File: config.mk
export PLATFORM = sky130hd
export DESIGN_NAME = mem_best_neighbor_scan_flat
export DESIGN_NICKNAME = d
export VERILOG_FILES = /design/src/rtl/mem_best_neighbor_scan_if.sv /design/src/rtl/mem_best_neighbor_scan.sv /design/src/flat_wrapper.sv
export SDC_FILE = /design/constraint.sdc
export NUM_CORES = 1
export LEC_CHECK = 0
export ABC_AREA = 1
export CORE_UTILIZATION = 40
export CTS_BUF_LIST = sky130_fd_sc_hd__clkbuf_16
export DETAILED_ROUTE_END_ITERATION = 8
export GPL_TIMING_DRIVEN = 0
export SLEW_MARGIN = 0
export SYNTH_ARGS = -nofsm -noshare
export SYNTH_HDL_FRONTEND = slang
export SYNTH_SLANG_ARGS = --single-unit
File: constraint.sdc
create_clock -name clock -period 2.5 [get_ports clock]
set_clock_uncertainty 0.2 [all_clocks]
set_input_delay 0.5 -clock clock [delete_from_list [all_inputs] [get_ports clock]]
set_output_delay 0.5 -clock clock [all_outputs]
set_load 0.02 [all_outputs]
File: src/rtl/mem_best_neighbor_scan_if.sv
// Memory port between the best-neighbor scanner (master) and the 2048x8 node memory (slave).
interface mem_best_neighbor_scan_if #(
  parameter int ADDR_W = 11,
  parameter int WORD_W = 16
);
  logic [ADDR_W-1:0] mem_address;
  logic              mem_wr_en;
  logic [WORD_W-1:0] mem_wdata;
  logic [WORD_W-1:0] mem_rdata;

  modport master (
    output mem_address,
    output mem_wr_en,
    output mem_wdata,
    input  mem_rdata
  );

  modport slave (
    input  mem_address,
    input  mem_wr_en,
    input  mem_wdata,
    output mem_rdata
  );
endinterface

File: src/rtl/mem_best_neighbor_scan.sv
// Walks the qValue table for the neighbor with the largest Q-value,
// fetches its ID and writes ID and Q-value back to the result slot.
module mem_best_neighbor_scan #(
  parameter int                ADDR_W       = 11,
  parameter int                WORD_W       = 16,
  parameter logic [ADDR_W-1:0] NBR_CNT_ADDR = 11'h68A,
  parameter logic [ADDR_W-1:0] QVAL_BASE    = 11'h1C8,
  parameter logic [ADDR_W-1:0] NBRID_BASE   = 11'h048,
  parameter logic [ADDR_W-1:0] RESULT_ADDR  = 11'h70E,
  parameter int                MAX_NBR      = 64
) (
  input  logic                        clock,
  input  logic                        nrst,
  input  logic                        en,
  input  logic                        start,
  mem_best_neighbor_scan_if.master    bus,
  output logic                        busy,
  output logic                        done,
  output logic [WORD_W-1:0]           best_id,
  output logic [WORD_W-1:0]           best_q
);

  localparam int IDX_W = $clog2(MAX_NBR + 1);

  typedef enum logic [2:0] {
    IDLE,
    RD_CNT,
    RD_Q,
    RD_ID,
    WR_ID,
    WR_Q,
    DONE
  } state_t;

  state_t            state_q, state_d;
  logic [IDX_W-1:0]  cnt_q, cnt_d;
  logic [IDX_W-1:0]  idx_q, idx_d;
  logic [IDX_W-1:0]  best_idx_q, best_idx_d;
  logic [WORD_W-1:0] best_q_q, best_q_d;
  logic [WORD_W-1:0] best_id_q, best_id_d;
  logic [ADDR_W-1:0] addr_q, addr_d;
  logic              wr_en_q, wr_en_d;
  logic [WORD_W-1:0] wdata_q, wdata_d;
  logic              busy_q, busy_d;
  logic              done_q, done_d;

  always_comb begin
    state_d    = state_q;
    cnt_d      = cnt_q;
    idx_d      = idx_q;
    best_idx_d = best_idx_q;
    best_q_d   = best_q_q;
    best_id_d  = best_id_q;
    addr_d     = addr_q;
    wr_en_d    = wr_en_q;
    wdata_d    = wdata_q;
    busy_d     = busy_q;
    done_d     = done_q;

    if (en) begin
      case (state_q)
        IDLE: begin
          if (start) state_d = RD_CNT;
        end
        RD_CNT: begin
          if (bus.mem_rdata > WORD_W'(MAX_NBR)) cnt_d = IDX_W'(MAX_NBR);
          else                                  cnt_d = bus.mem_rdata[IDX_W-1:0];
          idx_d = '0;
          if (cnt_d == '0) begin
            best_q_d   = '0;
            best_idx_d = '0;
            best_id_d  = '0;
            state_d    = WR_ID;
          end else begin
            state_d = RD_Q;
          end
        end
        RD_Q: begin
          // Strict compare so ties keep the earliest index.
          if ((idx_q == '0) || (bus.mem_rdata > best_q_q)) begin
            best_q_d   = bus.mem_rdata;
            best_idx_d = idx_q;
          end
          if (idx_q == cnt_q - IDX_W'(1)) state_d = RD_ID;
          else                            idx_d   = idx_q + IDX_W'(1);
        end
        RD_ID: begin
          best_id_d = bus.mem_rdata;
          state_d   = WR_ID;
        end
        WR_ID:   state_d = WR_Q;
        WR_Q:    state_d = DONE;
        DONE:    state_d = IDLE;
        default: state_d = IDLE;
      endcase

      // Registered bus/status outputs are decoded from the upcoming state so the
      // address is already on the bus during the cycle that consumes mem_rdata.
      addr_d  = '0;
      wr_en_d = 1'b0;
      wdata_d = '0;
      done_d  = 1'b0;
      busy_d  = (state_d != IDLE);
      case (state_d)
        RD_CNT: addr_d = NBR_CNT_ADDR;
        RD_Q:   addr_d = QVAL_BASE + ADDR_W'({idx_d, 1'b0});
        RD_ID:  addr_d = NBRID_BASE + ADDR_W'({best_idx_d, 1'b0});
        WR_ID: begin
          addr_d  = RESULT_ADDR;
          wr_en_d = 1'b1;
          wdata_d = best_id_d;
        end
        WR_Q: begin
          addr_d  = RESULT_ADDR + ADDR_W'(2);
          wr_en_d = 1'b1;
          wdata_d = best_q_d;
        end
        DONE:    done_d = 1'b1;
        default: addr_d = '0;
      endcase
    end
  end

  always_ff @(posedge clock or negedge nrst) begin
    if (!nrst) begin
      state_q    <= IDLE;
      cnt_q      <= '0;
      idx_q      <= '0;
      best_idx_q <= '0;
      best_q_q   <= '0;
      best_id_q  <= '0;
      addr_q     <= '0;
      wr_en_q    <= 1'b0;
      wdata_q    <= '0;
      busy_q     <= 1'b0;
      done_q     <= 1'b0;
    end else begin
      state_q    <= state_d;
      cnt_q      <= cnt_d;
      idx_q      <= idx_d;
      best_idx_q <= best_idx_d;
      best_q_q   <= best_q_d;
      best_id_q  <= best_id_d;
      addr_q     <= addr_d;
      wr_en_q    <= wr_en_d;
      wdata_q    <= wdata_d;
      busy_q     <= busy_d;
      done_q     <= done_d;
    end
  end

  // A frozen block must never write or signal completion, even mid-cycle.
  assign bus.mem_address = addr_q;
  assign bus.mem_wr_en   = wr_en_q & en;
  assign bus.mem_wdata   = wdata_q;
  assign busy            = busy_q;
  assign done            = done_q & en;
  assign best_id         = best_id_q;
  assign best_q          = best_q_q;

endmodule

File: src/flat_wrapper.sv
// flat-port wrapper written by rule: the top's interface ports become plain ports
module mem_best_neighbor_scan_flat 
#(
  parameter int                ADDR_W       = 11,
  parameter int                WORD_W       = 16,
  parameter logic [ADDR_W-1:0] NBR_CNT_ADDR = 11'h68A,
  parameter logic [ADDR_W-1:0] QVAL_BASE    = 11'h1C8,
  parameter logic [ADDR_W-1:0] NBRID_BASE   = 11'h048,
  parameter logic [ADDR_W-1:0] RESULT_ADDR  = 11'h70E,
  parameter int                MAX_NBR      = 64
)
  (clock, nrst, en, start, busy, done, best_id, best_q, bus_mem_address, bus_mem_wr_en, bus_mem_wdata, bus_mem_rdata);
  mem_best_neighbor_scan_if #(.ADDR_W(ADDR_W), .WORD_W(WORD_W)) bus_i ();
  input  logic clock;
  input  logic nrst;
  input  logic en;
  input  logic start;
  output logic busy;
  output logic done;
  output logic [WORD_W-1:0] best_id;
  output logic [WORD_W-1:0] best_q;
  output wire logic [$bits(bus_i.mem_address)-1:0] bus_mem_address;
  output wire logic [$bits(bus_i.mem_wr_en)-1:0] bus_mem_wr_en;
  output wire logic [$bits(bus_i.mem_wdata)-1:0] bus_mem_wdata;
  input wire logic [$bits(bus_i.mem_rdata)-1:0] bus_mem_rdata;
  assign bus_mem_address = bus_i.mem_address;
  assign bus_mem_wr_en = bus_i.mem_wr_en;
  assign bus_mem_wdata = bus_i.mem_wdata;
  assign bus_i.mem_rdata = bus_mem_rdata;
  mem_best_neighbor_scan #(.ADDR_W(ADDR_W), .WORD_W(WORD_W), .NBR_CNT_ADDR(NBR_CNT_ADDR), .QVAL_BASE(QVAL_BASE), .NBRID_BASE(NBRID_BASE), .RESULT_ADDR(RESULT_ADDR), .MAX_NBR(MAX_NBR)) u_core (.clock(clock), .nrst(nrst), .en(en), .start(start), .bus(bus_i), .busy(busy), .done(done), .best_id(best_id), .best_q(best_q));
endmodule
==> run_results.csv <==
group,metric,value,unit
global_route,grt_max_degree,62,
global_route,grt_pass1_wl,25400,um
global_route,grt_util_all_layers,25.5,%
clock_network,clkLatencyLatePin,350,ps
yosys,avgSynthCellArea,7.34,um^2
global_route,gr-total-overflow,0,
final_layout,area_delta_synth_final,38.3,%
hold_path,hold_class,"flip-flop to flip-flop",
worst_setup_path,r2r_end,"u_core.bus.mem_address[4]",
die,row_count,41,
die,fp.dieW,115,um
timing,post-route-period-util,103,%
global_route,grt_busiest_layer,"met2",
yosys,synth-compound-area-share,13.5,%
worst_setup_path,setup.worst_path.class,"primary input to flip-flop",
yosys,synth_top_family_by_area,"simple AND/OR/NAND/NOR gates",
yosys,synth-simple-area-share,30.7,%
global_route,grt_pass1_vias,5094,
worst_setup_path,critPathLaunchType,"primary input",
worst_setup_path,ff2ff_setup_slack,-70,ps
die,io-pin-count,82,
final_layout,drive_gt1_share,22.0,%
worst_setup_path,path_max_fanout,4,
worst_setup_path,endpoint,"u_core.bus.mem_address[4]",
yosys,ys_warn_count,0,
status,violations,"setup timing",
yosys,ys_ff_latch,85,
yosys,yosys_most_used_dff,"dfrtp_1",
drt,firstDrtPassIters,5,
timing,finalHoldViolations,0,
status,outcome,"finished with violations",
final_layout,post-route-util,56.6,%
yosys,yosysSeqAreaShare,41.4,%
worst_setup_path,path_delay_family,"simple AND/OR/NAND/NOR gates",
final_layout,finalNetCount,869,
global_route,grtUsageMet2,42.3,%
yosys,ys_async_sr_fraction,100,%
run,maxCapViolCount,0,
worst_setup_path,cp-end-kind,"flip-flop",
timing,period_minus_slack,2570,ps
power_and_ir_drop,ir_worst_vdd,0.524,mV
global_route,antenna_found_initial,0,
timing,fin_ws,-65.1,ps
drt,drt_wl_total,16200,um
die,fp.dieH,115,um
clock_network,cts_tree,"built",
hold_path,min_from,"u_core.wr_en_q",
timing,relSlewSlack,47.1,%
worst_setup_path,cp_common_cell,"nand2_4",
yosys,synth_nets,741,
drt,drc_errors,0,
final_layout,fill_cells,1221,
timing,setup_violations,4,
yosys,synth_edf_count,0,
power_and_ir_drop,p_per_area,1210,nW/um^2
drt,drt_iter0_drc,234,
worst_setup_path,crit_chain,"dlygate4sd2_1 > ha_1 > nand2_2 > nor3_2 > nand3_1 > nand2_4 > nand2_4 > nand2_4 > inv_2 > nand2_4 > nand2_4 > ha_4 > nand2_1 > nand2_1 > o21ai_1 > nand2_1",
die,core_area,12600,um^2
timing,worst_pin_slew,791,ps
placed_design,postPlaceCellArea,6180,um^2
yosys,synth_xor_area_share,0.852,%
worst_setup_path,crit_start,"bus_mem_rdata[13]",
clock_network,clk_path_buf_depth,2,
yosys,synthMuxAreaShare,0,%
global_route,use_met3,4.69,%
drt,wire_per_inst,16.1,um
yosys,yosysUniqueCellTypes,41,
timing,slew_violations,0,
worst_setup_path,worst-path-buf-inv,2,
yosys,synth_area_leaders,"dfrtp_1, nand2_1, o21ai_0, ha_1, inv_1",
worst_setup_path,cp.required,2530,ps
drt,ant_nets,0,
yosys,synth_fa_ha_area_share,5.11,%
worst_setup_path,cp.arrival,2600,ps
clock_network,cts_root_buf,"clkbuf_16",
die,initial_core_util,40.9,%
yosys,post_synth_inst_count,700,
clock_network,cts_buffers,9,
power_and_ir_drop,leakage,3.27,nW
clock_network,clk_pin_slew_worst_paths,60,ps
timing,fmax,390,MHz
placed_design,port_buffers,80,
worst_setup_path,r2r_cells,16,
worst_setup_path,crit_cells,16,
worst_setup_path,cp_slowest_stage_delay,330,ps
worst_setup_path,slowest_stage,"ha_1",
drt,route.vias.total,5219,
drt,viasPerCell,5.19,
final_layout,fin_area,7110,um^2
yosys,synth.cell_area,5140,um^2
timing,rsz0062_at_grt,"true",
placed_design,pre_cts_slack,-966,ps
worst_setup_path,r2r-start,"u_core.best_q[11]",
placed_design,hpwl,11700,um
placed_design,gp_congestion,0.868,
clock_network,htreeDepth,3,
clock_network,cts_num_sinks,85,
global_route,use_met1,31.1,%
yosys,synth_top_area_cell,"dfrtp_1",
yosys,synth_top_area_share,41.4,%
final_layout,insertedDiodeCount,0,
die,dieArea,13300,um^2
==> report_power, final <==
part	total [mW]	internal [mW]	switching [mW]	leakage, nW
registers	2.24	1.87	0.373	1.08
clock network	1.35	0.769	0.581	0.136
logic	4.98	2.07	2.91	2.05
==> cell usage after synthesis (all sizes together), types with 3 or more instances <==
master and number:
nand2 225, dfrtp 85, inv 84, nor2 72
o21ai 63, nand3 46, a31oi 26, ha 21
clkbuf 16, a21oi 13, o22ai 12, buf 8
nand4 5, nor3 5, o211ai 5, xor2 4
or2 3
==> cell type report <==
class	count	area [um^2]	area share, %
Timing Repair Buffer	117	1080	15.2
Buffer	24	135	1.90
Multi-Input combinational cell	506	2940	41.3
Sequential cell	85	2130	29.9
Clock buffer	9	225	3.17
Clock inverter	7	68.8	0.968
Tap cell	172	215	3.03
Inverter	85	324	4.56
==> flip-flops by register name, indices dropped and copies added (netlist names) <==
register	cells
u_core.best_q	16
u_core.wr_en_q	1
u_core.idx_q	7
u_core.best_id	16
u_core.busy	1
u_core.state_q	3
u_core.cnt_q	7
u_core.bus.mem_address	10
u_core.best_idx_q	7
u_core.done_q	1
u_core.bus.mem_wdata	16
==> how the worst min path moves through the flow <==
stage,endpoint,slack [ps],cells past startpoint
6_report,u_core.wr_en_q,280,2
5_1_grt,u_core.bus.mem_address[8],300,2
4_1_cts,u_core.wr_en_q,290,2
3_5_place_dp,u_core.idx_q[4],240,1
3_3_place_gp,u_core.bus.mem_address[10],270,2
2_1_floorplan,u_core.best_id[0],4,0
==> per-layer routing <==
metal | routed length (um) | up-vias
met5 | 0 | -
met4 | 724 | 0
met3 | 630 | 39
met2 | 7920 | 135
met1 | 6960 | 2519
li1 | - | 2526
==> worst register-to-register path, cell delays in order, from the launching register on <==
cell and delay [ps]:
dfrtp_1 360, inv_2 60, ha_4 270, nand4_1 130
nor3_2 230, nand3_1 160, nand2_4 140, nand2_4 70
nand2_4 80, inv_2 60, nand2_4 70, nand2_4 70
ha_4 230, nand2_1 60, nand2_1 70, o21ai_1 130
nand2_1 60
==> cell families after synthesis <==
kind of cell,count (synthesis)
AO/OA/AOI/OAI,121
XOR/XNOR,5
adder cells (fa/ha/maj),21
buffers and inverters,109
flip-flops,85
other,1
AND/OR/NAND/NOR,358
==> cell usage in the layout (no fill, tap or decap), types with 3 or more instances in the layout <==
cell and count:
o21ai_0 49, a21oi_2 4, dlygate4sd2_1 7, ha_1 11
a31oi_1 26, nand2_4 11, dfrtp_1 84, o21ai_2 3
inv_1 56, nand2_1 197, ha_4 10, buf_4 37
clkinvlp_4 3, xor2_1 4, inv_2 27, a21oi_1 7
clkdlybuf4s50_1 60, nand2_2 17, clkbuf_2 4, clkbuf_16 9
nand3_1 36, clkbuf_1 15, nand3_2 8, o21ai_1 10
nor3_1 3, nand4_1 4, o211ai_1 5, nor2_2 12
o22ai_1 4, o22ai_2 6, nor2_1 58, clkdlybuf4s15_2 5
==> per-stage QoR <==
stage	instances	hold slack, ps	total power [mW]	setup TNS, ps
2_1_floorplan	700	4.41	4.81	0
3_3_place_gp	952	266	6.27	-255070
3_5_place_dp	953	243	6.33	-41150
4_1_cts	988	290	8.10	-45.0
5_1_grt	1005	304	9.16	-2650
6_report	1005	284	8.57	-88.5
==> what timing repair did <==
action,in CTS,in global routing
pin swaps,31,29
setup endpoints to repair,49,43
gates resized for setup,83,56
hold endpoints to repair,24,0
gates cloned,0,0
hold buffers,1,0
buffers inserted,18,17
No activity file was read; power rests on OpenSTA's default activity.
